$ cat src/rtl/pipeline_pkg.sv
// ---------------------------------------------------------------------------
// pipeline_pkg
// Shared definitions for the 5-stage pipeline front end.
//   INSTR_W   : instruction word width
//   PC_STEP   : byte distance between sequential instruction words
//   NOP_INSTR : instruction word shown when no real instruction is present
//   FetchEntry: one queued fetch result, the PC travelling with its word
// ---------------------------------------------------------------------------
package pipeline_pkg;

    localparam int INSTR_W = 32;
    localparam logic [31:0] PC_STEP = 32'd4;
    localparam logic [INSTR_W-1:0] NOP_INSTR = 32'h0000_0000;

    typedef struct packed {
        logic [31:0]        pc;
        logic [INSTR_W-1:0] instr;
    } FetchEntry;

    localparam int ENTRY_W = $bits(FetchEntry);

endpackage

$ cat src/rtl/fetch_fifo.sv
// ---------------------------------------------------------------------------
// fetch_fifo
// Small synchronous FIFO holding fetched instructions with their PCs.
// The head is read combinationally, so a pushed entry is visible on rdata
// in the cycle after the push.
// Ports:
//   clk, rst : clock, asynchronous active-high reset
//   clear    : flush all entries; wins over push and pop
//   push     : write wdata at the tail
//   pop      : drop the head entry (ignored when empty)
//   wdata    : entry to write
//   rdata    : current head entry
//   count    : number of valid entries (0..DEPTH)
//   empty    : no valid entries
// ---------------------------------------------------------------------------
module fetch_fifo #(
    parameter int WIDTH = 64,
    parameter int DEPTH = 4
) (
    input  logic                     clk,
    input  logic                     rst,
    input  logic                     clear,
    input  logic                     push,
    input  logic                     pop,
    input  logic [WIDTH-1:0]         wdata,
    output logic [WIDTH-1:0]         rdata,
    output logic [$clog2(DEPTH):0]   count,
    output logic                     empty
);

    localparam int AW = $clog2(DEPTH);

    logic [WIDTH-1:0] mem [DEPTH];
    logic [AW-1:0]    rdPtr;
    logic [AW-1:0]    wrPtr;
    logic             full;
    logic             doPush;
    logic             doPop;

    assign empty = (count == '0);
    assign full  = (count == (AW+1)'(DEPTH));
    assign rdata = mem[rdPtr];

    // A full queue may still accept a push when the head leaves in the same cycle.
    assign doPop  = pop && !empty;
    assign doPush = push && (!full || doPop);

    // Pointers wrap naturally because DEPTH is a power of two.
    always_ff @(posedge clk or posedge rst) begin
        if (rst) begin
            rdPtr <= '0;
            wrPtr <= '0;
            count <= '0;
        end else if (clear) begin
            rdPtr <= '0;
            wrPtr <= '0;
            count <= '0;
        end else begin
            if (doPush) begin
                wrPtr <= wrPtr + AW'(1);
            end
            if (doPop) begin
                rdPtr <= rdPtr + AW'(1);
            end
            case ({doPush, doPop})
                2'b10:   count <= count + (AW+1)'(1);
                2'b01:   count <= count - (AW+1)'(1);
                default: count <= count;
            endcase
        end
    end

    // Storage needs no reset; only entries below count are ever read as valid.
    always_ff @(posedge clk) begin
        if (doPush && !clear) begin
            mem[wrPtr] <= wdata;
        end
    end

endmodule

$ cat src/rtl/fetch_unit.sv
// ---------------------------------------------------------------------------
// fetch_unit
// Instruction fetch front end. Owns the fetch PC, issues word requests to a
// variable-latency in-order instruction memory, queues returned words with
// their PCs and hands them to decode under stall/redirect control.
// Ports:
//   clk, rst        : clock, asynchronous active-high reset
//   imem_req_valid  : request valid (credit limited, never during redirect)
//   imem_req_addr   : word-aligned request address (the fetch PC)
//   imem_req_ready  : memory accepts the request this cycle
//   imem_rsp_valid  : in-order response valid
//   imem_rsp_data   : returned instruction word
//   instr_valid     : queue head valid
//   instr, instr_pc : queue head word and its PC
//   stall           : decode does not consume this cycle
//   redirect        : taken branch, discard queued and in-flight fetches
//   redirect_pc     : new fetch PC, low two bits forced to zero
// ---------------------------------------------------------------------------
module fetch_unit
    import pipeline_pkg::*;
#(
    parameter int          QDEPTH   = 4,
    parameter logic [31:0] RESET_PC = 32'h0000_0000
) (
    input  logic        clk,
    input  logic        rst,
    output logic        imem_req_valid,
    output logic [31:0] imem_req_addr,
    input  logic        imem_req_ready,
    input  logic        imem_rsp_valid,
    input  logic [31:0] imem_rsp_data,
    output logic        instr_valid,
    output logic [31:0] instr,
    output logic [31:0] instr_pc,
    input  logic        stall,
    input  logic        redirect,
    input  logic [31:0] redirect_pc
);

    localparam int CW = $clog2(QDEPTH) + 1;

    logic [31:0]   fetchPc;
    logic [31:0]   rspPc;
    logic [31:0]   redirectTarget;
    logic [CW-1:0] outstanding;
    logic [CW-1:0] dropCnt;
    logic [CW-1:0] outstandingNext;
    logic [CW-1:0] dropNext;
    logic [CW-1:0] queueCount;
    logic [CW:0]   creditsUsed;
    logic          queueEmpty;
    logic          accept;
    logic          pushEn;
    logic          popEn;
    FetchEntry     pushEntry;
    FetchEntry     headEntry;

    assign redirectTarget = redirect_pc & ~32'd3;

    // In-flight plus queued work may never exceed the queue depth, which is
    // what guarantees every kept response finds a free slot.
    assign creditsUsed    = {1'b0, outstanding} + {1'b0, queueCount};
    assign imem_req_valid = !rst && (creditsUsed < (CW+1)'(QDEPTH)) && !redirect;
    assign imem_req_addr  = fetchPc;
    assign accept         = imem_req_valid && imem_req_ready;

    // Responses owed to a discarded path are swallowed while dropCnt is non-zero.
    assign pushEn    = imem_rsp_valid && (dropCnt == '0) && !redirect;
    assign popEn     = instr_valid && !stall && !redirect;
    assign pushEntry = '{pc: rspPc, instr: imem_rsp_data};

    // With an empty queue the head shows a NOP at the PC expected next.
    assign instr_valid = !queueEmpty;
    assign instr       = queueEmpty ? NOP_INSTR : headEntry.instr;
    assign instr_pc    = queueEmpty ? rspPc : headEntry.pc;

    // Every response retires one outstanding request, dropped or kept. On a
    // redirect everything still in flight after this cycle becomes dropped.
    always_comb begin
        outstandingNext = outstanding + CW'(accept) - CW'(imem_rsp_valid);
        dropNext        = dropCnt;
        if (redirect) begin
            dropNext = outstandingNext;
        end else if (imem_rsp_valid && (dropCnt != '0)) begin
            dropNext = dropCnt - CW'(1);
        end
    end

    // PC and counter registers.
    always_ff @(posedge clk or posedge rst) begin
        if (rst) begin
            fetchPc     <= RESET_PC;
            rspPc       <= RESET_PC;
            outstanding <= '0;
            dropCnt     <= '0;
        end else begin
            outstanding <= outstandingNext;
            dropCnt     <= dropNext;
            if (redirect) begin
                fetchPc <= redirectTarget;
                rspPc   <= redirectTarget;
            end else begin
                if (accept) begin
                    fetchPc <= fetchPc + PC_STEP;
                end
                if (pushEn) begin
                    rspPc <= rspPc + PC_STEP;
                end
            end
        end
    end

    fetch_fifo #(
        .WIDTH (ENTRY_W),
        .DEPTH (QDEPTH)
    ) instrQueue (
        .clk   (clk),
        .rst   (rst),
        .clear (redirect),
        .push  (pushEn),
        .pop   (popEn),
        .wdata (pushEntry),
        .rdata (headEntry),
        .count (queueCount),
        .empty (queueEmpty)
    );

endmodule

$ cat config.mk
export PLATFORM = sky130hd
export DESIGN_NAME = fetch_unit
export DESIGN_NICKNAME = d
export VERILOG_FILES = /design/src/rtl/pipeline_pkg.sv /design/src/rtl/fetch_fifo.sv /design/src/rtl/fetch_unit.sv
export SDC_FILE = /design/constraint.sdc
export NUM_CORES = 1
export LEC_CHECK = 0
export BUFFER_PORTS_ARGS = -buffer_cell sky130_fd_sc_hd__buf_4
export CAP_MARGIN = 20
export CORE_ASPECT_RATIO = 0.6
export CORE_MARGIN = 4
export CORE_UTILIZATION = 30
export CTS_BUF_LIST = sky130_fd_sc_hd__clkbuf_16
export DETAILED_ROUTE_END_ITERATION = 16
export PLACE_DENSITY = 0.48
export SYNTH_ARGS = -nofsm -noshare
export SYNTH_HDL_FRONTEND = slang
export SYNTH_SLANG_ARGS = --single-unit
$ cat constraint.sdc
create_clock -name clk -period 7.9 [get_ports clk]
set_input_delay 1.58 -clock clk [delete_from_list [all_inputs] [get_ports clk]]
set_output_delay 1.58 -clock clk [all_outputs]
set_load 0.02 [all_outputs]
Yosys cells after proc, flatten, opt, wreduce, memory -nomap -nowiden
Memory sizes are Yosys's and may differ from the RTL's.
Cells that the tools add are included.
{ "classes": {"add_sub_neg": 10, "magnitude_cmp": 1, "n_eq_ne": 3, "mux": 16, "reduce_logical": 26} }
{ "op_table": {"columns": ["cell", "n"], "rows": [
  ["$mux W32", 6],
  ["$add A32 B3 Y32 const B", 2],
  ["$logic_and A1 B1 Y1", 11],
  ["$reduce_bool A2 Y1", 5],
  ["$mux W3", 3],
  ["$mux W2", 4],
  ["$logic_not A3 Y1", 2],
  ["$pmux W3 S2", 1],
  ["$reduce_bool A3 Y1", 2],
  ["$sub A3 B1 Y3 const B", 2],
  ["$logic_not A1 Y1", 5],
  ["$add A2 B1 Y2 const B", 2],
  ["$add A3 B3 Y4", 1],
  ["$lt A4 B3 Y1 const B", 1],
  ["$add A3 B1 Y3", 1],
  ["$add A3 B1 Y3 const B", 1],
  ["$eq A3 B3 Y1 const B", 1],
  ["$sub A3 B1 Y3", 1],
  ["$eq A2 B1 Y1 const B", 1],
  ["$eq A2 B2 Y1 const B", 1],
  ["$mux W1", 2],
  ["$logic_or A1 B1 Y1", 1]
]} }
{ "totals": {"ff_bits": 77, "ram_bits": 256, "input_bits": 70, "out_inout_bits": 98, "word_cells": 64, "mem_count": 1} }
{ "memory_table": {"columns": ["name", "words", "width", "read_ports", "rd_clocked_by_memory_dff", "write_ports", "line_no", "rtl"], "rows": [
  ["instrQueue.mem", 4, 64, 1, 0, 1, "fetch_fifo.sv:33", "logic [WIDTH-1:0] mem [DEPTH];"]
]} }

Longest topological paths before layout
Gate-level depths: netlist of run 1.
{ "logic_depth": {"depth_word": 10, "mapped_depth": 12, "ltp_nobuf": 11} }

Cells and area by module
A second synthesis of run 1 with hierarchy kept.
{ "hier_totals": {"cells_unflattened": 885, "area_unflattened_um2": 14149.8} }
{ "modules_own_cells": {"columns": ["mod", "instances", "cells_per_inst", "area_per_inst_um2"], "rows": [
  ["fetch_fifo", 1, 395, 9810.7],
  ["fetch_unit", 1, 490, 4339.2]
]} }

Worst setup path after synthesis of run 1
OpenSTA, ideal clock, no wires.
{ "synth_path": {"kind": "input to register", "from": "input port imem_rsp_valid", "to": "memory instrQueue.mem[0][0], enable pin", "setup_time_ns": 0.426, "arrival_ns": 3.842, "required_ns": 7.474, "setup_slack_ns": 3.631, "stages": 3, "path_cell_list": "nand3b_1 a311oi_2 and2_1"} }
{ "synth_between": {"elab_chain_len": 6} }
{ "synth_lines": {"columns": ["item", "line_no", "rtl"], "rows": [
  ["from (decl)", "fetch_unit.sv:30", "input logic imem_rsp_valid,"],
  ["$logic_and A1 B1 Y1 (2 in a row)", "fetch_unit.sv:68", "assign pushEn = imem_rsp_valid && (dropCnt == '0) && !redirect;"],
  ["$logic_and A1 B1 Y1", "fetch_fifo.sv:46", "assign doPush = push && (!full || doPop);"],
  ["$logic_and A1 B1 Y1", "fetch_fifo.sv:75", "if (doPush && !clear) begin"],
  ["$mux W1", "fetch_fifo.sv:75", null],
  ["$mux W1 (not written as such)", "fetch_fifo.sv:76", "mem[wrPtr] <= wdata;"],
  ["to (decl)", "fetch_fifo.sv:33", null]
]} }
No other way between the ends.

Final worst setup path of run 1
{ "layout_path": {"from": "register instrQueue.rdPtr[0]", "to": "output port instr_pc[11]"} }
{ "layout_between": {"elab_chain_len": 2} }
{ "layout_lines": {"columns": ["item", "line_no", "rtl"], "rows": [
  ["from (decl)", "fetch_fifo.sv:34", "logic [AW-1:0] rdPtr;"],
  ["from (signal assigned)", "fetch_fifo.sv:63", "rdPtr <= rdPtr + AW'(1);"],
  ["$mem_v2 Z4 W64", null, null],
  ["$mux W32", "fetch_unit.sv:75", "assign instr_pc = queueEmpty ? rspPc : headEntry.pc;"],
  ["to (decl)", "fetch_unit.sv:34", "output logic [31:0] instr_pc,"]
]} }
No other way between the ends.

==> run summary, run 1 <==
CTS buffer count -> 35
clock root buffer -> clkbuf_16
Worst Setup Path Type -> flop to primary output
r2r setup slk -> 4.59 ns
diode count -> 0
worst-path maximum fanout -> 42
maximum VDD drop -> 144 uV
skew final -> 0.0127 ns
via count -> 8240
Core Area -> 45100 um^2
# Post-CTS Setup Buffers -> 0
asr flop ratio synth -> 0.227
dpl cells -> 1624
Post-Route WL -> 34.9 mm
MaxCap Viol Count -> 0
final period utilization -> 0.600
Worst Setup End Kind -> primary output
Mapped Cells -> 874
initial drt markers -> 580
top cells by area, synth -> edfxtp_1, dfrtp_1, mux4_2, mux2_2, nand2_1
Netlist cell types -> 49
Synth top area share -> 0.540
Total Routing Usage GR -> 0.140
Initial Util -> 0.306
Final min period -> 4.74 ns
Hold Crit Class -> flop to flop
CTS tree -> done
fin cells -> 1687
CP startpoint kind -> flop
worst endpoint required time -> 6.32 ns
Cell Rows -> 60
Max H-tree Level -> 2
PortBufs -> 161
Power Dens Cells -> 287 nW/um^2
first-pass GRT wire length -> 53.6 mm
hold buffers post-CTS -> 0
CP cell instances -> buf_4, mux4_2, mux2_2, buf_4
Pleak -> 5.88 nW
setup TNS -> 0 ns
Synth Cell Area -> 13800 um^2
Slew headroom -> 0.249
Die H -> 174 um
Routability Congestion -> 0.803
top_reg_cell synth -> edfxtp_1
Fin. Hold Viols -> 0
Die Footprint -> 49600 um^2
Critical Path Most Common Cell -> buf_4
io pins -> 168
Ys Warns -> 0
area leader, netlist -> edfxtp_1
DRT antenna net count -> 0
DP Wirelength -> 21.2 mm
vias per cell -> 4.88
commonest cells after routing, fill and taps aside -> edfxtp_1, buf_4, dfrtp_1
Fmax -> 211 MHz
clk_lat worst skew -> 0.52 ns
fill count -> 4269
post-synthesis register bit count -> 321
share of cells above drive strength 1 -> 0.318
initial antenna violation count -> 0
fin util -> 0.373
final setup violating endpoints -> 0
Avg Cell Area, Syn -> 15.8 um^2
number of global-route vias before repair -> 8471
chip width -> 285 um
cts repair resizes -> 0
WP data arrival -> 3.16 ns
first-pass iteration count of the detailed router -> 5
worst-margin pin slew -> 1.13 ns
gr ovfl total -> 0
clk slew on worst S/H paths -> 0.06 ns
Layout Nets -> 1126
Max Buffers Root-to-Sink -> 3
Clock Sinks -> 321
run status -> complete, no violations
Critical-path top delay cell -> dfrtp_4
share of the yosys chip area belonging to registers -> 0.672
largest net degree at the start of global routing -> 74
EDFF count, synth -> 248
Area Growth Syn to Fin -> 22.0%
RSZ-0062 raised after global routing -> false
DRC errors left -> 0
Avg WL per Cell -> 20.7 um
max-slew violation count -> 0
most common cell after layout, fill and taps aside -> edfxtp_1
CP max stage delay -> 1.04 ns
-- cell type report --
type / instances / area (um^2) / area share
clock inverters: 25 / 160 / 0.00952
repair buffers: 174 / 1330 / 0.0788
well taps: 620 / 776 / 0.0461
inverters: 17 / 63.8 / 0.00379
clock buffers: 37 / 926 / 0.0550
flip-flops and latches: 321 / 9280 / 0.552
multi-input cells: 493 / 4290 / 0.255
-- routing by layer --
layer  global-route usage  routed length [um]  share of wire  up-vias
met3               0.0305                1610          0.046       46
met1                0.204               16900           0.49     4310
met2                0.215               15800           0.45      168
met5                    0                   0              0        -
met4               0.0296                 571          0.016        0
li1                     -                   -              -     3716
-- path summary, 6_finish.rpt --
path	startpoint	end	depth (start not counted)
max reg2reg	dropCnt[0]	instrQueue.mem[3][19]	6
min	outstanding[0]	outstanding[0]	1
max in group asynchronous	rst	rspPc[28]	4
min in group asynchronous	rst	outstanding[2]	3
min reg2reg	outstanding[0]	outstanding[0]	1
max	instrQueue.rdPtr[0]	instr_pc[11]	4
-- worst max-delay path: cells and delay by family, from the launching register on --
| kind | cells | cell delay [ns] |
|---|---|---|
| buffers and inverters | 2 | 0.74 |
| DFF | 1 | 1.04 |
| muxes | 2 | 0.84 |
-- state kept, by name, indices dropped and copies added, names as in the netlist --
name / count
instrQueue.rdPtr: 2
instrQueue.mem: 248
rspPc: 30
dropCnt: 3
imem_req_addr: 30
instrQueue.wrPtr: 2
instrQueue.count: 3
outstanding: 3
-- kinds of logic after synthesis --
group,Yosys count,synth area share
buffers and inverters,63,0.0188
XOR/XNOR,43,0.0273
AND/OR/NAND/NOR,244,0.0932
multiplexers,102,0.134
adder cells (fa/ha/maj),14,0.0138
other,1,0.000272
AO/OA/AOI/OAI,86,0.0405
flip-flops,321,0.672
-- Yosys cell counts, types with 4 or more instances --
library cell	number
buf_2	6
a21oi_1	7
o311ai_0	8
clkbuf_1	32
ha_1	12
o211ai_1	9
nor2b_1	33
nor3_1	9
buf_1	4
inv_1	17
buf_4	4
nand3b_1	4
nand3_1	43
xor2_1	22
nor4_1	7
xnor2_1	21
and3_1	9
nand2_1	62
nor2_1	30
and4_1	6
a21boi_0	5
edfxtp_1	248
dfrtp_1	73
nand4_1	20
mux2_2	40
o21ai_0	40
mux4_2	62
and2_1	8
-- stage by stage --
step / area (um^2) / hold WS (ns) / power, mW / worst slack, ns
final: 16800 / 0.537 / 4.82 / 3.16
after CTS: 16800 / 0.541 / 4.92 / 3.00
after detailed placement: 15700 / 0.526 / 3.31 / 3.31
after floorplan: 13800 / 0.500 / 2.82 / 3.63
after global routing: 16800 / 0.572 / 5.08 / 2.88
after global placement: 15700 / 0.535 / 3.31 / 3.38
-- power by group --
group          switching [mW]  internal (mW)
combinational           0.626          0.541
clock                   0.686          0.885
sequential              0.152           1.93
total                    1.46           3.36
No activity file was read; power rests on OpenSTA's default activity.
==> run 2: changes to the inputs <==
--- a/config.mk
+++ b/config.mk
@@ -12,7 +12,7 @@
 export CORE_UTILIZATION = 30
 export CTS_BUF_LIST = sky130_fd_sc_hd__clkbuf_16
 export DETAILED_ROUTE_END_ITERATION = 16
-export PLACE_DENSITY = 0.48
+export PLACE_DENSITY = 0.49
 export SYNTH_ARGS = -nofsm -noshare
 export SYNTH_HDL_FRONTEND = slang
 export SYNTH_SLANG_ARGS = --single-unit
==> constraint.sdc (replaced) <==
create_clock -name clk -period 3.9 [get_ports clk]
set_input_delay 0.78 -clock clk [delete_from_list [all_inputs] [get_ports clk]]
set_output_delay 0.78 -clock clk [all_outputs]
set_load 0.02 [all_outputs]
==> run 2 against run 1 <==
Flip-flop and latch count stayed put. Core utilization grew 0.42 points. Clock skew is 0.013 ns higher. Routed wire length shrank 1.0%. Final cell count is 0.71% higher. Sequential power rose by 99%. Global-route usage decreased by 0.12 points. Critical endpoint is now instr_pc[9]. Highest routed layer unchanged.
==> run summary, run 2 (synthesis gave the netlist of run 1 again) <==
io pins -> 168
skew final -> 0.0253 ns
Core Area -> 45100 um^2
worst endpoint required time -> 3.12 ns
most common cell after layout, fill and taps aside -> edfxtp_1
cts repair resizes -> 0
Post-Layout Inst Area -> 17000 um^2
Avg WL per Cell -> 20.3 um
Layout Nets -> 1138
hold buffers post-CTS -> 0
number of global-route vias before repair -> 8394
r2r setup slk -> 1.19 ns
Initial Util -> 0.306
diode count -> 0
Die Footprint -> 49600 um^2
Clk pwr share -> 0.326
CTS buffer count -> 34
vias per cell -> 4.81
Comb pwr share -> 0.251
RR Startpoint -> imem_req_addr[2]
chip width -> 285 um
setup TNS -> 0 ns
area post-placement -> 15900 um^2
Max H-tree Level -> 2
clk_lat worst skew -> 0.52 ns
Max Buffers Root-to-Sink -> 3
Pleak -> 5.98 nW
Top reg by flops -> instrQueue.mem
Die H -> 174 um
WHS -> 0.423 ns
run status -> complete, no violations
NetSw -> 2.92 mW
Hold Crit Class -> input pin to asynchronous set/reset pin
first-pass iteration count of the detailed router -> 5
final period utilization -> 0.830
initial antenna violation count -> 0
PortBufs -> 161
clock root buffer -> clkbuf_16
Largest register FFs -> 248
DRT antenna net count -> 0
FF-to-FF End -> imem_req_addr[22]
first-pass GRT wire length -> 53.2 mm
final setup violating endpoints -> 0
dpl cells -> 1638
commonest cells after routing, fill and taps aside -> edfxtp_1, buf_4, dfrtp_1
initial drt markers -> 527
worst-path maximum fanout -> 19
clk slew on worst S/H paths -> 0.06 ns
fin cells -> 1699
WP data arrival -> 2.46 ns
Final min period -> 3.24 ns
Worst Setup Path Type -> flop to primary output
RSZ-0062 raised after global routing -> false
DP Wirelength -> 22.5 mm
largest net degree at the start of global routing -> 68
Slew headroom -> 0.303
CP startpoint kind -> flop
share of cells above drive strength 1 -> 0.326
Post-Route WL -> 34.5 mm
fin util -> 0.377
R2R depth -> 6
MaxCap Viol Count -> 0
maximum VDD drop -> 348 uV
Seq pwr share -> 0.423
Worst Setup End Kind -> primary output
Fmax -> 309 MHz
# Post-CTS Setup Buffers -> 0
Area Growth Syn to Fin -> 23.3%
Clock Sinks -> 321
Pint -> 6.89 mW
via count -> 8171
Routability Congestion -> 0.809
Cell Rows -> 60
gr ovfl total -> 0
Switching Share -> 0.298
Total Routing Usage GR -> 0.139
CTS tree -> done
max-slew violation count -> 0
Power Dens Cells -> 577 nW/um^2
Fin. Hold Viols -> 0
DRC errors left -> 0
worst-margin pin slew -> 1.04 ns
[run 2: changes by cell type in the layout (fill, tap and decap cells not counted), sizes merged]
cell / change
clkinv: -3
buf: +13
clkbuf: -2
bufinv: +2
inv: +2
[run 2: metrics by stage]
stage	worst slack, ns	power [mW]
global placement	1.05	6.74
detailed placement	1.02	6.76
global route	0.527	10.4
CTS	0.590	10.0
finish	0.663	9.81
floorplan	0.431	5.72
[run 2: critical path, cell delays in order (launching register included)]
cell     delay (ns)
dfrtp_2        0.69
buf_4          0.41
mux4_2         0.35
mux2_2         0.27
buf_4          0.16
[run 2: layout make-up]
cell class / count / area, um^2
Fill cell: 4255 / 28100
Inverter: 17 / 63.8
Sequential cell: 321 / 9280
Clock buffer: 35 / 876
Multi-Input combinational cell: 493 / 4290
Timing Repair Buffer: 187 / 1520
Tap cell: 620 / 776
Clock inverter: 26 / 215
[run 2: how the worst max path moves through the flow]
stage	slack, ns	end	startpoint	cells after the start
finish	0.66	instr_pc[9]	instrQueue.rdPtr[1]	4
global route	0.53	instr_pc[9]	instrQueue.rdPtr[1]	4
CTS	0.59	instr_pc[9]	instrQueue.rdPtr[1]	4
detailed placement	1.02	instrQueue.mem[2][26]	imem_rsp_valid	6
global placement	1.05	instrQueue.mem[2][23]	imem_rsp_valid	6
floorplan	0.43	instrQueue.mem[0][0]	imem_rsp_valid	3
[run 2: routing by layer]
metal  vias up  GRT usage  part of all wire
met5         -          0                 0
met4         0     0.0263             0.015
met3        41     0.0328             0.049
met2       165      0.213              0.46
met1      4221      0.202              0.48
li1       3744          -                 -
[run 2: power groups by stage]
stage	Sequential, mW	Clock, mW	Combinational [mW]
after global placement	4.22	0	2.51
after floorplan	4.17	0	1.54
after global routing	4.19	3.49	2.69
after detailed placement	4.23	0	2.53
after CTS	4.16	3.31	2.54
final	4.15	3.20	2.46
==> run 3: changes to the inputs <==
==> constraint.sdc (replaced) <==
create_clock -name clk -period 2.7 [get_ports clk]
set_input_delay 0.54 -clock clk [delete_from_list [all_inputs] [get_ports clk]]
set_output_delay 0.54 -clock clk [all_outputs]
set_load 0.02 [all_outputs]
==> run 3 against run 2 <==
The run now ends with negative setup slack left. Final cell count grew 2.1%. Die area is the same. Clock-buffer cell count is the same. Critical path type unchanged. Critical endpoint is now instr_pc[17].
==> run summary, run 3 (synthesis gave the netlist of run 1 again) <==
skew final -> 0.0265 ns
commonest cells after routing, fill and taps aside -> edfxtp_1, buf_4, dfrtp_1
Max Buffers Root-to-Sink -> 3
hold buffers post-CTS -> 0
Die Footprint -> 49600 um^2
Slew headroom -> 0.316
final setup violating endpoints -> 27
DRT antenna net count -> 0
PortBufs -> 161
via count -> 8388
Initial Util -> 0.306
Area Growth Syn to Fin -> 31.5%
Clock Sinks -> 321
RSZ-0062 raised after global routing -> true
fin cells -> 1735
FF-to-FF End -> dropCnt[2]
initial antenna violation count -> 1
Post-Route WL -> 36.6 mm
failing checks -> negative setup slack
initial drt markers -> 555
Worst Setup Path Type -> flop to primary output
Clk pwr share -> 0.291
chip width -> 285 um
share of cells above drive strength 1 -> 0.365
final period utilization -> 1.04
dpl ws -> 0.150 ns
Routability Congestion -> 0.793
Layout Nets -> 1177
Final min period -> 2.81 ns
Die H -> 174 um
clock root buffer -> clkbuf_16
clk_lat worst skew -> 0.53 ns
diode count -> 0
Cell Rows -> 60
Total Routing Usage GR -> 0.141
vias per cell -> 4.83
total power -> 15.7 mW
NetSw -> 4.72 mW
Hold Crit Class -> input pin to asynchronous set/reset pin
RR Startpoint -> outstanding[2]
Comb pwr share -> 0.331
Seq pwr share -> 0.378
gr ovfl total -> 0
Power Dens Cells -> 866 nW/um^2
MaxCap Viol Count -> 0
first-pass GRT wire length -> 54.0 mm
WHS -> 0.102 ns
CTS tree -> done
Fmax -> 356 MHz
Fin. Hold Viols -> 0
Largest register FFs -> 248
max-slew violation count -> 0
DP Wirelength -> 22.7 mm
Top reg by flops -> instrQueue.mem
io pins -> 168
Pleak -> 6.55 nW
Worst Setup End Kind -> primary output
r2r setup slk -> 0.19 ns
Switching Share -> 0.300
largest net degree at the start of global routing -> 64
clk slew on worst S/H paths -> 0.06 ns
final worst slack -> -0.109 ns
fill count -> 4231
CP startpoint kind -> flop
WP data arrival -> 2.27 ns
DRC errors left -> 0
R2R depth -> 11
first-pass iteration count of the detailed router -> 5
worst-margin pin slew -> 1.02 ns
number of global-route vias before repair -> 8501
worst endpoint required time -> 2.16 ns
run status -> finished, violations left
Pint -> 11.0 mW
Core Area -> 45100 um^2
dpl cells -> 1655
setup TNS -> -1.53 ns
worst-path maximum fanout -> 6
Max H-tree Level -> 2
CTS buffer count -> 34
most common cell after layout, fill and taps aside -> edfxtp_1
Avg WL per Cell -> 21.1 um
maximum VDD drop -> 409 uV
run 3: cell type report:
type	count	area, um^2	share of cell area
sequential	321	9280	0.512
clock inverter	23	200	0.0110
timing repair buffer	226	2430	0.134
tap	620	776	0.0428
inverter	17	63.8	0.00352
multi-input combinational	493	4520	0.249
clock buffer	35	876	0.0483
run 3: metrics by stage:
stage | utilization | area [um^2]
after floorplan | - | 13800
after global placement | 0.357 | 16100
after detailed placement | 0.357 | 16100
after CTS | 0.393 | 17800
after global routing | 0.402 | 18100
final | 0.402 | 18100
run 3: worst max-delay path by stage:
stage	start	end	slack, ns	cells past startpoint
after floorplan	dropCnt[0]	instrQueue.mem[0][0]	-0.04	5
after global placement	outstanding[2]	dropCnt[2]	0.24	11
after detailed placement	outstanding[2]	dropCnt[2]	0.15	11
after CTS	instrQueue.rdPtr[0]	instr_pc[27]	-0.14	6
after global routing	instrQueue.rdPtr[0]	instr_pc[30]	-0.17	5
final	instrQueue.rdPtr[0]	instr_pc[17]	-0.11	5
run 3: repair_timing:
item,CTS,global route
hold endpoints to repair,0,0
pin swaps,1,1
gates cloned,6,6
resized for setup,66,54
endpoints found under the setup margin,55,63
buffers inserted,8,2
run 3: critical path: stages, from the launching register on:
cell and delay (ns):
dfrtp_4 0.50, buf_12 0.15, bufbuf_16 0.28, mux4_2 0.41
mux2_4 0.29, buf_6 0.13
run 3: metal layers:
| layer | up-vias | routed length (um) | global-route usage |
|---|---|---|---|
| li1 | 3819 | - | - |
| met1 | 4357 | 18100 | 0.205 |
| met2 | 172 | 16400 | 0.219 |
| met3 | 38 | 1690 | 0.0316 |
| met4 | 2 | 426 | 0.0246 |
| met5 | - | 13 | 0 |
run 3: power by group through the flow:
stage               sequential [mW]  combinational [mW]  clock, mW
CTS                            5.94                4.62       4.71
global route                   5.98                5.53       4.97
detailed placement             6.03                3.81          0
global placement               6.03                3.80          0
finish                         5.94                5.21       4.56
floorplan                      6.03                2.23          0
